===== src/rtl/joy_pad_scan_scheduler_if.sv =====
// Pad-side bus (shared data, selects, mux control) and host-side button outputs
// of the two-pad MD scan scheduler.
interface joy_pad_scan_scheduler_if;
    logic        scan_en;
    logic [5:0]  pad_d;
    logic        pad_sel;
    logic        sel0_o;
    logic        sel1_o;
    logic [11:0] joy0;
    logic [11:0] joy1;
    logic [1:0]  pad_present;
    logic [1:0]  pad_six;
    logic        frame_done;

    modport master (
        input  scan_en, pad_d,
        output pad_sel, sel0_o, sel1_o, joy0, joy1, pad_present, pad_six, frame_done
    );

    modport slave (
        output scan_en, pad_d,
        input  pad_sel, sel0_o, sel1_o, joy0, joy1, pad_present, pad_six, frame_done
    );
endinterface


===== src/rtl/joy_pad_scan_scheduler.sv =====
// Scans two Sega MD 3/6-button pads over one muxed 6-bit bus, detects presence and
// 6-button capability, and publishes both button words together once per frame.
module joy_pad_scan_scheduler #(
    parameter int CLK_MHZ    = 84,
    parameter int TICK_US    = 3,
    parameter int IDLE_TICKS = 500
) (
    input  logic                            clk,
    input  logic                            reset_n,
    joy_pad_scan_scheduler_if.master        bus
);
    localparam logic [15:0] TICK_MAX = 16'(CLK_MHZ * TICK_US - 1);
    localparam logic [15:0] IDLE_MAX = 16'(IDLE_TICKS);

    typedef enum logic [4:0] {
        IDLE = 5'd0,
        P0_S0, P0_S1, P0_S2, P0_S3, P0_S4, P0_S5, P0_S6, P0_S7, P0_S8,
        SWITCH,
        P1_S0, P1_S1, P1_S2, P1_S3, P1_S4, P1_S5, P1_S6, P1_S7, P1_S8
    } state_t;

    logic [15:0]      tick_cnt;
    logic             tick;
    state_t           state;
    state_t           state_inc;
    logic [15:0]      idle_cnt;
    logic [1:0][11:0] stage_joy;
    logic [1:0]       stage_present;
    logic [1:0]       stage_six;
    logic             active;
    logic [3:0]       step;
    logic [5:0]       d;

    assign tick      = (tick_cnt == TICK_MAX);
    assign state_inc = state_t'(state + 5'd1);
    assign d         = ~bus.pad_d;

    always_ff @(posedge clk) begin
        if (!reset_n) begin
            tick_cnt <= '0;
        end else if (tick) begin
            tick_cnt <= '0;
        end else begin
            tick_cnt <= tick_cnt + 16'd1;
        end
    end

    always_comb begin
        active = 1'b0;
        step   = 4'd0;
        if (state >= P0_S0 && state <= P0_S8) begin
            step = 4'(state - P0_S0);
        end else if (state >= P1_S0) begin
            active = 1'b1;
            step   = 4'(state - P1_S0);
        end
    end

    // Returns {pad_sel, sel1, sel0}; every Sk with even k has an odd encoding.
    function automatic logic [2:0] sel_pattern(input state_t s);
        if (s == IDLE) begin
            sel_pattern = 3'b011;
        end else if (s == SWITCH) begin
            sel_pattern = 3'b111;
        end else if (s < SWITCH) begin
            sel_pattern = {2'b01, s[0]};
        end else begin
            sel_pattern = {1'b1, s[0], 1'b1};
        end
    endfunction

    always_ff @(posedge clk) begin
        if (!reset_n) begin
            state           <= IDLE;
            idle_cnt        <= '0;
            bus.pad_sel     <= 1'b0;
            bus.sel1_o      <= 1'b1;
            bus.sel0_o      <= 1'b1;
            stage_joy       <= '0;
            stage_present   <= '0;
            stage_six       <= '0;
            bus.joy0        <= '0;
            bus.joy1        <= '0;
            bus.pad_present <= '0;
            bus.pad_six     <= '0;
            bus.frame_done  <= 1'b0;
        end else begin
            bus.frame_done <= 1'b0;
            if (tick) begin
                case (state)
                    IDLE: begin
                        if (idle_cnt >= IDLE_MAX - 16'd1 && bus.scan_en) begin
                            state    <= P0_S0;
                            idle_cnt <= '0;
                            {bus.pad_sel, bus.sel1_o, bus.sel0_o} <= sel_pattern(P0_S0);
                        end else if (idle_cnt != IDLE_MAX) begin
                            idle_cnt <= idle_cnt + 16'd1;
                        end
                    end
                    P1_S8: begin
                        // Pad 1's absent-forcing lands on this same edge, so apply it inline.
                        bus.joy0           <= stage_joy[0];
                        bus.pad_present[0] <= stage_present[0];
                        bus.pad_six[0]     <= stage_six[0];
                        bus.joy1           <= stage_present[1] ? stage_joy[1] : 12'h000;
                        bus.pad_present[1] <= stage_present[1];
                        bus.pad_six[1]     <= stage_present[1] & stage_six[1];
                        bus.frame_done     <= 1'b1;
                        state              <= IDLE;
                        idle_cnt           <= '0;
                        {bus.pad_sel, bus.sel1_o, bus.sel0_o} <= sel_pattern(IDLE);
                    end
                    default: begin
                        state <= state_inc;
                        {bus.pad_sel, bus.sel1_o, bus.sel0_o} <= sel_pattern(state_inc);
                    end
                endcase

                if (state != IDLE && state != SWITCH) begin
                    case (step)
                        4'd1: begin
                            stage_present[active]   <= (bus.pad_d[3:2] == 2'b00);
                            stage_joy[active][7:6]  <= {d[5], d[4]};
                        end
                        4'd2: stage_joy[active][5:0] <= {d[5], d[4], d[0], d[1], d[2], d[3]};
                        4'd5: stage_six[active] <= (bus.pad_d[3:0] == 4'b0000);
                        4'd6: stage_joy[active][11:8] <= stage_six[active] ? d[3:0] : 4'b0000;
                        4'd8: begin
                            if (!stage_present[active]) begin
                                stage_joy[active] <= '0;
                                stage_six[active] <= 1'b0;
                            end
                        end
                        default: ;
                    endcase
                end
            end
        end
    end
endmodule

===== src/flat_wrapper.sv =====
// flat-port wrapper written by rule: the top's interface ports become plain ports
module joy_pad_scan_scheduler_flat 
#(
    parameter int CLK_MHZ    = 84,
    parameter int TICK_US    = 3,
    parameter int IDLE_TICKS = 500
)
  (clk, reset_n, bus_scan_en, bus_pad_d, bus_pad_sel, bus_sel0_o, bus_sel1_o, bus_joy0, bus_joy1, bus_pad_present, bus_pad_six, bus_frame_done);
  joy_pad_scan_scheduler_if bus_i ();
  input  logic clk;
  input  logic reset_n;
  input wire logic [$bits(bus_i.scan_en)-1:0] bus_scan_en;
  input wire logic [$bits(bus_i.pad_d)-1:0] bus_pad_d;
  output wire logic [$bits(bus_i.pad_sel)-1:0] bus_pad_sel;
  output wire logic [$bits(bus_i.sel0_o)-1:0] bus_sel0_o;
  output wire logic [$bits(bus_i.sel1_o)-1:0] bus_sel1_o;
  output wire logic [$bits(bus_i.joy0)-1:0] bus_joy0;
  output wire logic [$bits(bus_i.joy1)-1:0] bus_joy1;
  output wire logic [$bits(bus_i.pad_present)-1:0] bus_pad_present;
  output wire logic [$bits(bus_i.pad_six)-1:0] bus_pad_six;
  output wire logic [$bits(bus_i.frame_done)-1:0] bus_frame_done;
  assign bus_i.scan_en = bus_scan_en;
  assign bus_i.pad_d = bus_pad_d;
  assign bus_pad_sel = bus_i.pad_sel;
  assign bus_sel0_o = bus_i.sel0_o;
  assign bus_sel1_o = bus_i.sel1_o;
  assign bus_joy0 = bus_i.joy0;
  assign bus_joy1 = bus_i.joy1;
  assign bus_pad_present = bus_i.pad_present;
  assign bus_pad_six = bus_i.pad_six;
  assign bus_frame_done = bus_i.frame_done;
  joy_pad_scan_scheduler #(.CLK_MHZ(CLK_MHZ), .TICK_US(TICK_US), .IDLE_TICKS(IDLE_TICKS)) u_core (.clk(clk), .reset_n(reset_n), .bus(bus_i));
endmodule

===== config.mk =====
export PLATFORM = sky130hd
export DESIGN_NAME = joy_pad_scan_scheduler_flat
export DESIGN_NICKNAME = d
export VERILOG_FILES = /design/src/rtl/joy_pad_scan_scheduler_if.sv /design/src/rtl/joy_pad_scan_scheduler.sv /design/src/flat_wrapper.sv
export SDC_FILE = /design/constraint.sdc
export NUM_CORES = 1
export LEC_CHECK = 0
export CELL_PAD_IN_SITES_DETAIL_PLACEMENT = 0
export CELL_PAD_IN_SITES_GLOBAL_PLACEMENT = 1
export CORE_MARGIN = 3
export CORE_UTILIZATION = 30
export CTS_CLUSTER_DIAMETER = 40
export CTS_CLUSTER_SIZE = 25
export DETAILED_ROUTE_END_ITERATION = 6
export PLACE_DENSITY = 0.68
export SLEW_MARGIN = 20
export SYNTH_ARGS = -nofsm -noshare
export SYNTH_HDL_FRONTEND = slang
export SYNTH_SLANG_ARGS = --single-unit

===== constraint.sdc =====
create_clock -name clk -period 4 [get_ports clk]
set_input_delay 0.8 -clock clk [delete_from_list [all_inputs] [get_ports clk]]
set_output_delay 0.8 -clock clk [all_outputs]
set_load 0.03 [all_outputs]

---- Yosys cells after proc, flatten, opt, wreduce, memory -nomap -nowiden ----
Cells that the tools add are included.
word-level totals
  output and inout port bits .............. 32
  logic and storage cells ................. 110
  input port bits ......................... 9
  bits in registers ....................... 97
cells by class
  order comparisons ....................... 7
  eq/ne operators ......................... 13
  add/sub/neg operators ................... 5
  mux-type cells .......................... 43
  bitwise operators ....................... 7
  reduce and logical (&&, ||, !) cells .... 20
operators by type and width
  cell                                                                                  number
  24-bit case mux with 4 select lines                                                   1
  24-bit bitwise mux                                                                    3
  12-bit demux with 1-bit select                                                        4
  12-bit 2-to-1 mux                                                                     3
  16-bit by 1-bit adder with 16-bit output, second input constant                       2
  16-bit 2-to-1 mux                                                                     2
  16-bit case mux with 2 select lines                                                   1
  24-bit bitwise AND                                                                    1
  24-bit 2-to-1 mux                                                                     1
  24-bit inverter                                                                       1
  16-bit by 8-bit equality test with 1-bit output, second input constant                1
  16-bit by 9-bit greater-or-equal comparator with 1-bit output, second input constant  1
  16-bit by 9-bit != test with 1-bit output, second input constant                      1
  4-bit 2-to-1 mux                                                                      3
  5-bit logical NOT                                                                     2
  1-bit 2-to-1 mux                                                                      10
  5-bit case mux with 2 select lines                                                    1
  3-bit 2-to-1 mux                                                                      3
  4-bit by 3-bit equality test with 1-bit output, second input constant                 2
  8-bit 2-to-1 mux                                                                      1
  4-bit AND reduction                                                                   2
  6-bit 2-to-1 mux                                                                      1
  6-bit inverter                                                                        1
  1-bit case mux with 2 select lines                                                    3
  36 further kinds                                                                      44

---- Longest topological paths before layout ----
Gate-level depths: netlist of the first run.
  depth in word-level cells ............... 11
  mapped depth ............................ 11
  depth with buffers taken out ............ 9

---- Worst setup path after synthesis of the first run ----
OpenSTA, ideal clock, no wires.
  path kind ............................... register to register
  start point ............................. reg u_core.state[0]
  end point ............................... reg u_core.stage_joy[18] in the netlist's numbering
  stages on the path, launching flop included .. 10
  required time ........................... 3.930 ns
  arrival time ............................ 2.709 ns
  setup time .............................. 0.070 ns
  path buffers ............................ 1
  path slack .............................. 1.221 ns
  period minus slack after synthesis ...... 2.779 ns
  cells stage by stage .................... dfxtp_1 > buf_1 > inv_1 > ha_1 > or2_2 > mux2i_1 > a221o_1 > nand2_1 > or4b_1 > a21oi_1
between the ends
  cells in the longest elaborated chain, start to end .. 11
  elaborated cells between the ends (all ways) .. 38
  those cells by class .................... add/sub (2); order compare (5); eq/ne (6); mux (17); bitwise (2); reduce/logical (6)
ends and longest elaborated chain
  what                                                                                                                                     RTL line                                                      text
  start, declared                                                                                                                          joy_pad_scan_scheduler.sv:24                                  state_t state;
  start signal, assigned                                                                                                                   joy_pad_scan_scheduler.sv:114                                 state <= state_inc;
  5-bit by 4-bit greater-or-equal comparator with 1-bit output, or another cell as far along                                               joy_pad_scan_scheduler.sv:53                                  end else if (state >= P1_S0) begin
  1-bit 2-to-1 mux / 1-bit logical AND (equally long branches)                                                                             joy_pad_scan_scheduler.sv:53, joy_pad_scan_scheduler.sv:51
  1-bit 2-to-1 mux                                                                                                                         joy_pad_scan_scheduler.sv:51                                  if (state >= P0_S0 && state <= P0_S8) begin
  1-bit by 2-bit less-than comparator with 1-bit output (not written as such) / 1-bit greater-or-equal comparator (equally long branches)  joy_pad_scan_scheduler.sv:123, joy_pad_scan_scheduler.sv:130
  1-bit logical AND (not written as such)                                                                                                  joy_pad_scan_scheduler.sv:123, joy_pad_scan_scheduler.sv:130
  12-bit 2-to-1 mux (not written as such)                                                                                                  joy_pad_scan_scheduler.sv:130                                 stage_joy[active] <= '0;
  12-bit demux with 1-bit select                                                                                                           --
  24-bit inverter (no source line)                                                                                                         --
  24-bit bitwise AND (no source line)                                                                                                      --
  24-bit 2-to-1 mux                                                                                                                        joy_pad_scan_scheduler.sv:129                                 if (!stage_present[active]) begin
  24-bit case mux with 4 select lines                                                                                                      joy_pad_scan_scheduler.sv:120                                 case (step)
  end signal, assigned by index                                                                                                            joy_pad_scan_scheduler.sv:123                                 stage_joy[active][7:6] <= {d[5], d[4]};
  end signal, assigned by index                                                                                                            joy_pad_scan_scheduler.sv:125                                 4'd2: stage_joy[active][5:0] <= {d[5], d[4], d[0], d[1], d[2], d[3]};
  end signal, assigned by index                                                                                                            joy_pad_scan_scheduler.sv:127                                 4'd6: stage_joy[active][11:8] <= stage_six[active] ? d[3:0] : 4'b0000;
  end, declared                                                                                                                            joy_pad_scan_scheduler.sv:27                                  logic [1:0][11:0] stage_joy;
Parallel ways exist; a longest one is shown, timed or not. The select of a mux whose other input is x is not followed.
A chain may end at the register's enable or synchronous reset.

---- Worst setup path after layout of the first run ----
  start point ............................. reg u_core.state[0]
  end point ............................... reg u_core.stage_joy[21] in the netlist's numbering
between the ends
  cells in the longest elaborated chain, start to end .. 11
  elaborated cells between the ends (all ways) .. 41
  those cells by class .................... add/sub (2); order compare (5); eq/ne (6); mux (20); bitwise (2); reduce/logical (6)
ends and longest elaborated chain
  what                                                                                                                                     RTL line
  5-bit by 4-bit greater-or-equal comparator with 1-bit output, or another cell as far along                                               joy_pad_scan_scheduler.sv:53
  1-bit 2-to-1 mux / 1-bit logical AND (equally long branches)                                                                             joy_pad_scan_scheduler.sv:53, joy_pad_scan_scheduler.sv:51
  1-bit 2-to-1 mux                                                                                                                         joy_pad_scan_scheduler.sv:51
  1-bit by 2-bit less-than comparator with 1-bit output (not written as such) / 1-bit greater-or-equal comparator (equally long branches)  joy_pad_scan_scheduler.sv:127, joy_pad_scan_scheduler.sv:130
  1-bit logical AND (not written as such)                                                                                                  joy_pad_scan_scheduler.sv:127, joy_pad_scan_scheduler.sv:130
  12-bit 2-to-1 mux (not written as such)                                                                                                  joy_pad_scan_scheduler.sv:130
  12-bit demux with 1-bit select                                                                                                           --
  24-bit inverter (no source line)                                                                                                         --
  24-bit bitwise AND (no source line)                                                                                                      --
  24-bit 2-to-1 mux                                                                                                                        joy_pad_scan_scheduler.sv:129
  24-bit case mux with 4 select lines                                                                                                      joy_pad_scan_scheduler.sv:120
Parallel ways exist; a longest one is shown, timed or not. The select of a mux whose other input is x is not followed.

==> results of run 1 <==
==> cell usage after synthesis (2+ instances only) <==
| cell type | count | area share (%) |
|---|---|---|
| a211oi_1 | 2 | 0.32 |
| a21o_1 | 4 | 0.65 |
| a21oi_1 | 55 | 5.9 |
| a22oi_1 | 2 | 0.32 |
| a31oi_1 | 2 | 0.27 |
| a32oi_1 | 2 | 0.38 |
| and2_1 | 5 | 0.67 |
| and3_1 | 6 | 0.81 |
| and4_1 | 2 | 0.38 |
| buf_1 | 2 | 0.16 |
| clkbuf_1 | 23 | 1.9 |
| dfxtp_1 | 97 | 42 |
| ha_1 | 9 | 2.4 |
| inv_1 | 14 | 1.1 |
| mux2i_1 | 9 | 1.9 |
| nand2_1 | 96 | 7.8 |
| nand2b_1 | 10 | 1.3 |
| nand3_1 | 33 | 3.6 |
| nand4_1 | 8 | 1.1 |
| nand4b_1 | 2 | 0.38 |
| nor2_1 | 54 | 4.4 |
| nor2b_1 | 2 | 0.27 |
| nor3_1 | 12 | 1.3 |
| nor4_1 | 5 | 0.67 |
| o2111ai_1 | 2 | 0.38 |
| o21ai_0 | 11 | 1.2 |
| o21ai_1 | 9 | 0.97 |
| o22ai_1 | 16 | 2.2 |
| o2bb2ai_1 | 6 | 1.1 |
| o311ai_1 | 2 | 0.38 |
| o31ai_1 | 6 | 0.97 |
| o41ai_1 | 2 | 0.38 |
| or2_2 | 2 | 0.27 |
| or3_1 | 8 | 1.1 |
| or4b_1 | 3 | 0.65 |
| xnor2_1 | 8 | 1.5 |
| xor2_1 | 14 | 2.6 |
==> sequential cells by signal, summed over array words and instances, names as in the netlist <==
register	flops
u_core.bus.frame_done	1
u_core.bus.pad_present	2
u_core.bus.joy0	12
u_core.idle_cnt	16
u_core.tick_cnt	16
u_core.bus.joy1	12
u_core.bus.pad_sel	1
u_core.stage_present	2
u_core.stage_six	2
u_core.state	5
u_core.bus.sel1_o	1
u_core.bus.pad_six	2
u_core.bus.sel0_o	1
u_core.stage_joy	24
==> stage by stage <==
stage	hold slack, ps	power [W]	setup WS [ps]	utilization (%)	instances
after floorplan	429	0.00101	1220	-	572
after global placement	440	0.00104	758	35.3	777
after detailed placement	444	0.00104	624	35.3	777
after CTS	456	0.00192	621	37.4	793
after global routing	473	0.00196	308	37.4	793
final	451	0.00189	620	37.4	793
==> final timing paths <==
kind / from / end
setup reg to reg: u_core.state[0]$_SDFFE_PN0P_ / u_core.stage_joy[21]$_SDFFE_PN0P_
hold reg to reg: u_core.bus.joy1[2]$_SDFFE_PN0P_ / u_core.bus.joy1[2]$_SDFFE_PN0P_
hold / removal: u_core.bus.joy1[2]$_SDFFE_PN0P_ / u_core.bus.joy1[2]$_SDFFE_PN0P_
setup / recovery: u_core.state[0]$_SDFFE_PN0P_ / u_core.stage_joy[21]$_SDFFE_PN0P_
==> per-layer routing <==
metal	vias to the layer above	GRT usage, %	wire length, µm
met2	85	21.8	5080
li1	2108	-	-
met5	-	0	0
met4	0	4.54	201
met3	17	3.29	483
met1	1953	19.5	5970
==> worst max-delay path, stage by stage (launching register included) <==
cell       delay, ps
dfxtp_1          470
ha_1             450
a2111oi_1        690
nor2_1           190
a21oi_1          350
a221o_1          310
a22oi_1          140
a211oi_1         470
o22ai_1          170
==> cell usage in the layout (no fill, tap or decap), types with 3 or more instances in the layout <==
master / Yosys / final
a21o_1: 4 / 4
a21oi_1: 55 / 55
and2_1: 5 / 5
and3_1: 6 / 6
buf_4: 0 / 7
clkbuf_16: 0 / 9
clkdlybuf4s50_1: 0 / 40
dfxtp_1: 97 / 97
ha_1: 9 / 9
inv_1: 14 / 14
inv_8: 0 / 3
mux2i_1: 9 / 9
nand2_1: 96 / 96
nand2b_1: 10 / 10
nand3_1: 33 / 33
nand4_1: 8 / 8
nor2_1: 54 / 54
nor3_1: 12 / 12
nor4_1: 5 / 4
o21ai_0: 11 / 11
o21ai_1: 9 / 9
o22ai_1: 16 / 16
o2bb2ai_1: 6 / 6
o31ai_1: 6 / 6
or3_1: 8 / 8
or4b_1: 3 / 3
xnor2_1: 8 / 8
xor2_1: 14 / 14
==> logic make-up (layout without fill, tap and decap cells) <==
logic type / count (synthesis) / after routing / synth area share (%)
fa+ha+maj: 9 / 9 / 2.43
xor+xnor: 22 / 22 / 4.15
compound gates: 138 / 138 / 20.0
mux: 10 / 10 / 2.18
simple gates: 256 / 256 / 26.1
buf+inv: 40 / 77 / 3.40
flops: 97 / 97 / 41.8
==> cell type report <==
type / instances / area, µm² / area share (%)
clock buffer: 9 / 225 / 4.07
multi-input combinational: 435 / 2550 / 46.1
timing repair buffer: 47 / 453 / 8.18
clock inverter: 7 / 83.8 / 1.51
tap: 184 / 230 / 4.16
inverter: 14 / 52.6 / 0.949
sequential: 97 / 1940 / 35.1
==> power by group through the flow <==
stage	clock network (W)	logic (W)	registers, W
2_1_floorplan	0	0.0000212	0.000992
3_3_place_gp	0	0.0000445	0.000992
3_5_place_dp	0	0.0000448	0.000992
4_1_cts	0.000911	0.0000450	0.000970
5_1_grt	0.000941	0.0000491	0.000970
6_report	0.000881	0.0000443	0.000970
==> flow_summary.ini, run 1 <==
[run_status]
outcome = finished clean

[setup_path]
ff2ff_path_depth = 8
startpoint_type = register
worstPathMaxFanout = 15
reg2reg_slack_ps = 620
arrival_ps = 3590
crit_required_ps = 4210
cp-end-kind = register
worst-setup-path-type = register to register

[global_route]
grt_max_degree = 41
grt_use_total_pct = 14.1
antenna_found_initial = 0
grt_pass1_vias = 3879
grt_pass1_wl_um = 19300
overflow = 0

[logic_synthesis]
postSynth.asyncResetShare_pct = 0
synth-main-ff-cell = dfxtp_1
synth_nets = 590
synth_cell_types = 64
postSynthAreaPerCell_um2 = 8.12
netlist_area_mm2 = 0.00464
yosys_warnings = 0
synth_edf_count = 0
synth_seq_cells = 97
seq_area_frac_synth_pct = 41.8
syn_inst = 572

[layout]
final_nets = 622
stdcell_area_mm2 = 0.00554
areaGrowthSynthToFinish_pct = 19.2
antenna_cells = 0
nFillCells = 1512
final_layout_size_suffix_gt1_share_pct = 5.42

[die]
die_width_um = 130
core.rowCount = 44
io_pins = 41
die_area_mm2 = 0.0170
initial_core_util_pct = 31.4
die_height_um = 130
coreArea_mm2 = 0.0148

[pwr]
leakagePower_nw = 1.84
p_sw_share_pct = 24.5
power_density_mw_per_mm2 = 342
seqPwrFrac_pct = 51.2
p_switching_w = 0.000464
p_int_w = 0.00143
clkPwrFrac_pct = 46.5
ir_drop_mv = 0.265
combPwrFrac_pct = 2.3

[routing]
antenna_left = 0
avgViaCountPerCell = 5.25
post_drt_wl_per_cell_um = 14.8
drt-total-wl_um = 11700
dr.pass1.iters = 5
drc = 0
vias = 4163
drt_iter0_markers = 218

[timing]
skew_ps = 11.6
tightest_slew_ps = 952
relSlewSlack_pct = 35.5
max_freq_mhz = 296
finalSetupViolations = 0
post-route-period-util_pct = 84.5
rsz0062_at_grt = no
report.final.slew_viol_count = 0
setup_tns_ps = 0
period_needed_ps = 3380
final_hold_viol_count = 0

[clocking]
clk_pin_slew_worst_paths_ps = 80
cts_buffers = 9
worstSkewPairLatency_ps = 360
cts_buffer_depth = 2
postCtsHoldBufs = 0
cts.htree.levels = 3
cts_setup_buffers = 0
cts_resized = 0
clock-root-buffer = clkbuf_16
cts_tree = built
cts_num_sinks = 97

[worst_hold_path]
hp-class = register to register
min_path_cells = 2

[place]
portBuffers = 40
dpl_cell_area_mm2 = 0.00523
hpwl_um = 8390
gp_congestion = 0.863

[run]
maxCapViolCount = 0
(Power assumes the default switching activity.)
==> inputs of run 2 (changes only) <==
--- a/config.mk
+++ b/config.mk
@@ -12,7 +12,7 @@
 export CTS_CLUSTER_DIAMETER = 40
 export CTS_CLUSTER_SIZE = 25
 export DETAILED_ROUTE_END_ITERATION = 6
-export PLACE_DENSITY = 0.68
+export PLACE_DENSITY = 0.7
 export SLEW_MARGIN = 20
 export SYNTH_ARGS = -nofsm -noshare
 export SYNTH_HDL_FRONTEND = slang
==> constraint.sdc (replaced) <==
create_clock -name clk -period 2.8 [get_ports clk]
set_input_delay 0.56 -clock clk [delete_from_list [all_inputs] [get_ports clk]]
set_output_delay 0.56 -clock clk [all_outputs]
set_load 0.03 [all_outputs]
==> flow_summary.ini, run 2 (same netlist as run 1, synthesis figures left out) <==
[clocking]
cts_buffer_depth = 2
clk_pin_slew_worst_paths_ps = 70
clock-root-buffer = clkbuf_16
cts.htree.levels = 3
cts_tree = built
worstSkewPairLatency_ps = 350
postCtsHoldBufs = 0
cts_num_sinks = 97
cts_buffers = 9

[global_route]
grt_max_degree = 30
use_met2_pct = 23.8
antenna_found_initial = 0
grt_use_total_pct = 15.4
grt_pass1_wl_um = 20800
grt_use_met1_pct = 21.1
grt.met3_usage_pct = 3.50
gr-max-usage-layer = met2
overflow = 0
grt_pass1_vias = 4181

[die]
initial_core_util_pct = 31.4
coreArea_mm2 = 0.0148
die_width_um = 130
die_area_mm2 = 0.0170
io_pins = 41
die_height_um = 130
core.rowCount = 44

[pwr]
seqPwrFrac_pct = 47.3
p_switching_w = 0.000615
p_int_w = 0.00231
power_density_mw_per_mm2 = 490
combPwrFrac_pct = 2.2
leakagePower_nw = 2.08
p_sw_share_pct = 21.0
ir_drop_mv = 0.262
clkPwrFrac_pct = 50.4

[routing]
drt_iter0_markers = 234
antenna_left = 0
vias = 4268
drt-total-wl_um = 12500
drc = 0
dr.pass1.iters = 4
post_drt_wl_per_cell_um = 15.1
avgViaCountPerCell = 5.14

[layout]
final_nets = 660
top_regs = u_core.stage_joy: 24 flops, u_core.idle_cnt: 16 flops, u_core.tick_cnt: 16 flops
areaGrowthSynthToFinish_pct = 28.8
final_layout_size_suffix_gt1_share_pct = 13.8
antenna_cells = 0
largest_reg_flops = 24
nFillCells = 1473
largest_register = u_core.stage_joy
mostFrequentLayoutCell = dfxtp_1
final_cell_mix = dfxtp_1, nand2_1, a21oi_1
fin_cells = 831
final_core_util_pct = 40.4

[setup_path]
regToRegStartpoint = u_core.state[0]$_SDFFE_PN0P_
crit_required_ps = 3030
arrival_ps = 2960
critPathLaunch = u_core.state[0]$_SDFFE_PN0P_
worst-setup-path-type = register to register
startpoint_type = register
cp-end-kind = register
worstPathMaxFanout = 5

[timing]
max_freq_mhz = 366
period_needed_ps = 2730
fin_ws_ps = 69.4
final_hold_viol_count = 0
setup_tns_ps = 0
hold_ws_ps = 452
rsz0062_at_grt = yes
report.final.slew_viol_count = 0
tightest_slew_ps = 531
relSlewSlack_pct = 64.4
post-route-period-util_pct = 97.5
finalSetupViolations = 0
skew_ps = 6.69

[worst_hold_path]
min-delay-start = u_core.bus.joy1[4]$_SDFFE_PN0P_
hp-class = register to register

[run]
maxCapViolCount = 0

[place]
dp_worst_setup_slack_ps = 9.36
dpl.cell_count = 810
gp_congestion = 0.895
hpwl_um = 8920
portBuffers = 40

[run_status]
outcome = finished clean
==> run 2: cell count changes in the layout (fill, tap and decap cells not counted), moves of 3 or more <==
cell / delta
buf_4: +36
bufinv_16: +3
inv_8: -3
nor2_1: -3
nor2_2: +3
==> run 2: routing by layer <==
layer / up-vias / wire length (µm)
met4: 0 / 223
met3: 16 / 419
met2: 60 / 5540
met5: - / 0
li1: 2186 / -
met1: 2006 / 6340
==> run 2: metrics by stage <==
| step | total power (W) | instance area, µm² |
|---|---|---|
| after floorplan | 0.00145 | 4640 |
| after global placement | 0.00148 | 5490 |
| after detailed placement | 0.00148 | 5490 |
| after CTS | 0.00297 | 5850 |
| after global routing | 0.00304 | 5980 |
| final | 0.00293 | 5980 |
==> run 2: critical path: stages, from the launching register on <==
cell and delay [ps]:
dfxtp_1 340, or4_4 570, o221ai_4 340, buf_4 200
mux2i_1 90, buf_4 160, nor3_1 240, a22oi_1 200
a211oi_2 240, buf_4 160, o22ai_1 70
==> run 2: what timing repair did <==
action,4_1_cts,5_1_grt
endpoints found under the hold margin,0,0
resized for setup,1,20
endpoints found under the setup margin,4,31
pin swaps,0,9
setup buffers,0,5
==> run 2: path summary, 6_finish.rpt <==
path / end / cells after the start / slack [ps]
hold / removal: u_core.bus.joy1[4]$_SDFFE_PN0P_ / 2 / 450
setup reg to reg: u_core.stage_joy[10]$_SDFFE_PN0P_ / 10 / 70
setup / recovery: u_core.stage_joy[10]$_SDFFE_PN0P_ / 10 / 70
hold reg to reg: u_core.bus.joy1[4]$_SDFFE_PN0P_ / 2 / 450
==> run 2: cell type report <==
type / instances / area, µm² / area share, %
flip-flops and latches: 97 / 1940 / 32.5
clock buffers: 10 / 239 / 4.00
inverters: 14 / 52.6 / 0.879
repair buffers: 85 / 754 / 12.6
clock inverters: 6 / 124 / 2.07
multi-input cells: 435 / 2640 / 44.1
well taps: 184 / 230 / 3.85
==> run 2: power by group through the flow <==
stage | Sequential [W] | Combinational, W | Clock (W)
after floorplan | 0.00142 | 0.0000303 | 0
after global placement | 0.00142 | 0.0000650 | 0
after detailed placement | 0.00142 | 0.0000650 | 0
after CTS | 0.00139 | 0.0000655 | 0.00152
after global routing | 0.00139 | 0.0000722 | 0.00158
final | 0.00139 | 0.0000658 | 0.00148
